### src/rtl/riscv_pkg.sv
// Shared RISC-V core definitions: register index width and ABI names.
// Imported by the register file and its read-port mux.
package riscv_pkg;

    localparam int unsigned REG_ADDR_W = 5;
    localparam int unsigned XLEN       = 32;

    // ABI register indices
    localparam int unsigned ZERO = 0;
    localparam int unsigned RA   = 1;
    localparam int unsigned SP   = 2;

    typedef logic [REG_ADDR_W-1:0] reg_addr_t;

endpackage

### src/rtl/reg_file_mux.sv
// Parameterized N:1 data mux used for each register-file read port.
// Ports: data_i (N_INPUTS packed words), sel_i (index), data_o (selected word).
module reg_file_mux
    import riscv_pkg::*;
#(
    parameter int N_INPUTS = 2**REG_ADDR_W,
    parameter int DWIDTH   = XLEN
) (
    input  logic [N_INPUTS-1:0][DWIDTH-1:0] data_i,
    input  logic [$clog2(N_INPUTS)-1:0]     sel_i,
    output logic [DWIDTH-1:0]               data_o
);

    // N_INPUTS is a power of two, so every sel_i value is in range.
    assign data_o = data_i[sel_i];

endmodule

### src/rtl/reg_file.sv
// Integer register file: 2 combinational read ports with write-first bypass,
// 1 write port, x0 hardwired to zero, saturating committed-write counter.
// Ports: clk, rst (async, active-high), we/waddr/wdata (write),
//        raddr1/raddr2 -> rdata1/rdata2 (reads), wr_count (debug).
module reg_file
    import riscv_pkg::*;
#(
    parameter int N_REGS = 2**REG_ADDR_W,
    parameter int DWIDTH = XLEN
) (
    input  logic                      clk,
    input  logic                      rst,
    input  logic                      we,
    input  logic [$clog2(N_REGS)-1:0] waddr,
    input  logic [DWIDTH-1:0]         wdata,
    input  logic [$clog2(N_REGS)-1:0] raddr1,
    input  logic [$clog2(N_REGS)-1:0] raddr2,
    output logic [DWIDTH-1:0]         rdata1,
    output logic [DWIDTH-1:0]         rdata2,
    output logic [15:0]               wr_count
);

    localparam int AW = $clog2(N_REGS);

    // Only x1..xN-1 have storage; x0 is a constant zero mux input.
    logic [N_REGS-1:1][DWIDTH-1:0] regs_q;
    logic [N_REGS-1:0][DWIDTH-1:0] mux_in;
    logic [15:0]                   wr_count_q;
    logic [15:0]                   wr_count_d;
    logic [DWIDTH-1:0]             mux_rd1;
    logic [DWIDTH-1:0]             mux_rd2;
    logic                          wr_en;
    logic                          byp1;
    logic                          byp2;

    // Reset also blocks the write so bypass is off while rst is high.
    assign wr_en = we && (waddr != AW'(ZERO)) && !rst;

    always_comb begin
        mux_in = '0;
        for (int i = 1; i < N_REGS; i++) begin
            mux_in[i] = regs_q[i];
        end
    end

    always_comb begin
        wr_count_d = wr_count_q;
        if (wr_en && (wr_count_q != 16'hFFFF)) begin
            wr_count_d = wr_count_q + 16'd1;
        end
    end

    always_ff @(posedge clk or posedge rst) begin
        if (rst) begin
            regs_q     <= '0;
            wr_count_q <= '0;
        end else begin
            for (int i = 1; i < N_REGS; i++) begin
                if (wr_en && (waddr == AW'(i))) begin
                    regs_q[i] <= wdata;
                end
            end
            wr_count_q <= wr_count_d;
        end
    end

    reg_file_mux #(
        .N_INPUTS (N_REGS),
        .DWIDTH   (DWIDTH)
    ) u_mux_rd1 (
        .data_i (mux_in),
        .sel_i  (raddr1),
        .data_o (mux_rd1)
    );

    reg_file_mux #(
        .N_INPUTS (N_REGS),
        .DWIDTH   (DWIDTH)
    ) u_mux_rd2 (
        .data_i (mux_in),
        .sel_i  (raddr2),
        .data_o (mux_rd2)
    );

    // Write-first: a same-cycle write to the read index wins.
    assign byp1 = wr_en && (raddr1 == waddr);
    assign byp2 = wr_en && (raddr2 == waddr);

    always_comb begin
        rdata1 = mux_rd1;
        rdata2 = mux_rd2;
        if (rst) begin
            rdata1 = '0;
            rdata2 = '0;
        end else begin
            if (byp1) rdata1 = wdata;
            if (byp2) rdata2 = wdata;
        end
    end

    assign wr_count = wr_count_q;

endmodule

### config.mk
export PLATFORM = sky130hd
export DESIGN_NAME = reg_file
export DESIGN_NICKNAME = d
export VERILOG_FILES = /design/src/rtl/riscv_pkg.sv /design/src/rtl/reg_file_mux.sv /design/src/rtl/reg_file.sv
export SDC_FILE = /design/constraint.sdc
export NUM_CORES = 2
export LEC_CHECK = 0
export CAP_MARGIN = 20
export CELL_PAD_IN_SITES_DETAIL_PLACEMENT = 0
export CELL_PAD_IN_SITES_GLOBAL_PLACEMENT = 2
export CORE_MARGIN = 8
export CORE_UTILIZATION = 46
export CTS_CLUSTER_SIZE = 40
export DETAILED_ROUTE_END_ITERATION = 8
export GPL_TIMING_DRIVEN = 0
export PLACE_DENSITY = 0.89
export SYNTH_ARGS = -nofsm -noshare
export SYNTH_HDL_FRONTEND = slang
export SYNTH_SLANG_ARGS = --single-unit
### constraint.sdc
create_clock -name clk -period 49 [get_ports clk]
set_input_delay 9.8 -clock clk [delete_from_list [all_inputs] [get_ports clk]]
set_output_delay 9.8 -clock clk [all_outputs]
set_load 0.02 [all_outputs]
==> results.json <==
{
  "ff2ff_path_depth": 5,
  "final_cell_mix": "1035 x mux2_2, 1008 x dfrtp_1, 356 x mux4_2",
  "drt_iter0_markers": 4803,
  "slowest_delay_ps": 1100,
  "grt_first_pass_wirelength_um": 305000,
  "ant_nets": 0,
  "cap_violations": 0,
  "synth_xor_area_frac": 0.00385,
  "synthMuxAreaShare": 0.402,
  "ctsRootBufferMaster": "clkbuf_16",
  "rr_endpoint": "wr_count[14]$_DFFE_PP0P_",
  "ctsResizeCount": 0,
  "gr-usage-met2": 0.476,
  "synthArstFlopShare": 1.00,
  "synthAdderAreaFrac": 0.000229,
  "totalWireLength_um": 219000,
  "clock_skew_ps": 2.86,
  "placedCellCount": 5696,
  "fp.dieArea_mm2": 0.130,
  "vias_per_cell": 6.85,
  "finalSetupViolCount": 0,
  "busiest_layer": "met2",
  "fin_crit_sh": 0.505,
  "timing.hold.ws_ps": 510,
  "finalHoldViolations": 0,
  "crit_path_start_kind": "input port",
  "grt_max_degree": 122,
  "grt_use_total": 0.328,
  "post-cts-setup-buffer-count": 0,
  "die_w_um": 360,
  "drive_above_1_share": 0.412,
  "setup_ws_ps": 24240,
  "cp_cell_sequence": "clkdlybuf4s50_1 -> buf_2 -> nand2_1 -> nor2_1 -> clkbuf_1 -> a22oi_1 -> and3_1 -> a311oi_1 -> clkdlybuf4s50_1",
  "synth_ff_type": "dfrtp_1",
  "areaGrowthSynthToFinish_pct": 14.3,
  "crit_end": "rdata2[22]",
  "first_global_vias": 40600,
  "path_class": "in -> out",
  "final_common_cell": "mux2_2",
  "slowest_stage": "nor2_1",
  "min_period_ps": 24760,
  "cts_tree": "done",
  "finalNonFillerCells": 5917,
  "status": "complete, no violations",
  "antenna_found_initial": 8,
  "synthesis.area_mm2": 0.0546,
  "route.detailed.drc": 0,
  "row_count": 126,
  "slew_viol_final": 0,
  "syn_inst": 4000,
  "globalplace.congestion": 0.984,
  "tns_ps": 0,
  "clkSlewWorstSetupHoldPaths_ps": 60,
  "yosysUniqueCellTypes": 52,
  "cts-htree-levels": 3,
  "portBuffers": 121,
  "ys_seq_elements": 1008,
  "final_cell_area_mm2": 0.0624,
  "overflow": 0,
  "clock-sinks": 1008,
  "rsz0062_at_grt": "false",
  "synth-compound-area-share": 0.0576,
  "synth-simple-area-share": 0.0408,
  "drtPass1Iterations": 6,
  "fin_nets": 4332,
  "cp_common_cell": "clkdlybuf4s50_1",
  "cts-hold-fix-buffers": 0,
  "cp_max_fo": 10,
  "max_freq_ghz": 0.0404,
  "worstMarginPinSlew_ps": 1340,
  "ys_seq_area_frac": 0.462,
  "required_ps": 39200,
  "ir_drop_mv": 0.0296,
  "synthesis.nets": 4051,
  "endpoint_kind": "primary output",
  "preCtsSetupSlack_ps": 24540,
  "leakagePower_nw": 27.5,
  "numCtsBuffers": 110,
  "grt_util_met3": 0.126,
  "start_util": 0.463,
  "core_mm2": 0.118,
  "ios": 130,
  "use_met1": 0.413,
  "slew_headroom": 0.106,
  "post_drt_wl_per_cell_um": 37.0,
  "reg2reg_setup_slack_ps": 47010,
  "synth.avg_cell_area_um2": 13.6,
  "synth_edf_count": 0,
  "fp.dieH_um": 360,
  "ys_warn_count": 0,
  "power.density_mw_per_mm2": 37.6,
  "cp.arrival_ps": 14960,
  "placed_cell_area_mm2": 0.0585,
  "clk_path_buf_depth": 3,
  "r2r-start": "wr_count[5]$_DFFE_PP0P_",
  "synth_top_family_by_area": "multiplexers",
  "vias": 40500,
  "clkLatencyLatePin_ps": 720,
  "dp_hpwl_um": 151000,
  "min_path_type": "reg -> reg",
  "final_core_util": 0.529,
  "total_power_mw": 2.35,
  "cp-startpoint": "raddr2[3]"
}
[kinds of logic (layout without fill, tap and decap cells)]
group           after synthesis  count (layout)
flops                      1008            1008
compound gates              430             430
xor+xnor                     24              24
buf+inv                     429             803
other cells                   0               7
simple gates                508             508
mux                        1600            1600
fa+ha+maj                     1               1
[cell type report]
class	count	area, um2
Sequential cell	1008	25200
Inverter	5	26.3
Multi-Input combinational cell	2563	27500
Timing Repair Buffer	169	2070
Buffer	424	1840
Tap cell	1536	1920
Clock buffer	161	3250
Antenna cell	7	17.5
Clock inverter	44	559
Fill cell	10100	55500
[sequential cells by signal, summed over array words and instances (netlist names)]
| register | count |
|---|---|
| mux_in | 992 |
| wr_count | 16 |
[synth_stat cells, types with 4 or more instances]
master	number	area (um2)
a22o_1	31	272
nand2_1	188	706
nand4_1	6	37.5
mux2_1	4	45.0
xnor2_1	6	52.6
o21ai_0	8	40.0
mux2_4	30	450
a22oi_1	104	781
mux2i_1	175	1750
buf_1	61	229
mux4_2	356	8020
buf_4	6	45.0
dfrtp_1	1008	25200
nor3_1	41	205
a211oi_1	39	293
nand2b_1	7	43.8
or3_1	4	25.0
o32a_1	5	50.1
and3_1	30	188
clkbuf_1	218	818
nand3_1	42	210
a21oi_1	112	561
xor2_1	18	158
a221oi_1	83	727
a311oi_1	33	289
o221ai_1	8	70.1
nor2_1	157	589
mux2_2	1035	11700
buf_2	135	676
nor2b_1	17	106
[routing by layer]
layer,vias up,routed length (um)
li1,15800,-
met1,21300,81800
met2,2680,93600
met3,784,27500
met4,8,16200
met5,-,38
[report_power, final]
group | switching (mW) | total [mW] | internal [mW]
sequential | 0.0858 | 1.03 | 0.945
clock | 0.368 | 0.889 | 0.521
combinational | 0.208 | 0.430 | 0.222
[critical path, delay by kind of cell]
kind,cells,cell delay [ps]
buffers and inverters,4,2520
AOI/OAI and AO/OA,2,740
and+or+nand+nor,3,1900
[worst min path at each step]
stage / start / depth (start not counted) / slack [ps] / end
floorplan: mux_in[243]$_DFFE_PP0P_ / 1 / 470 / mux_in[243]$_DFFE_PP0P_
global placement: wr_count[7]$_DFFE_PP0P_ / 1 / 480 / wr_count[7]$_DFFE_PP0P_
detailed placement: wr_count[11]$_DFFE_PP0P_ / 1 / 500 / wr_count[11]$_DFFE_PP0P_
CTS: wr_count[11]$_DFFE_PP0P_ / 1 / 510 / wr_count[11]$_DFFE_PP0P_
global route: mux_in[1022]$_DFFE_PP0P_ / 1 / 530 / mux_in[1022]$_DFFE_PP0P_
finish: wr_count[11]$_DFFE_PP0P_ / 1 / 510 / wr_count[11]$_DFFE_PP0P_
Note: power is estimated with default switching activity, not from simulation.
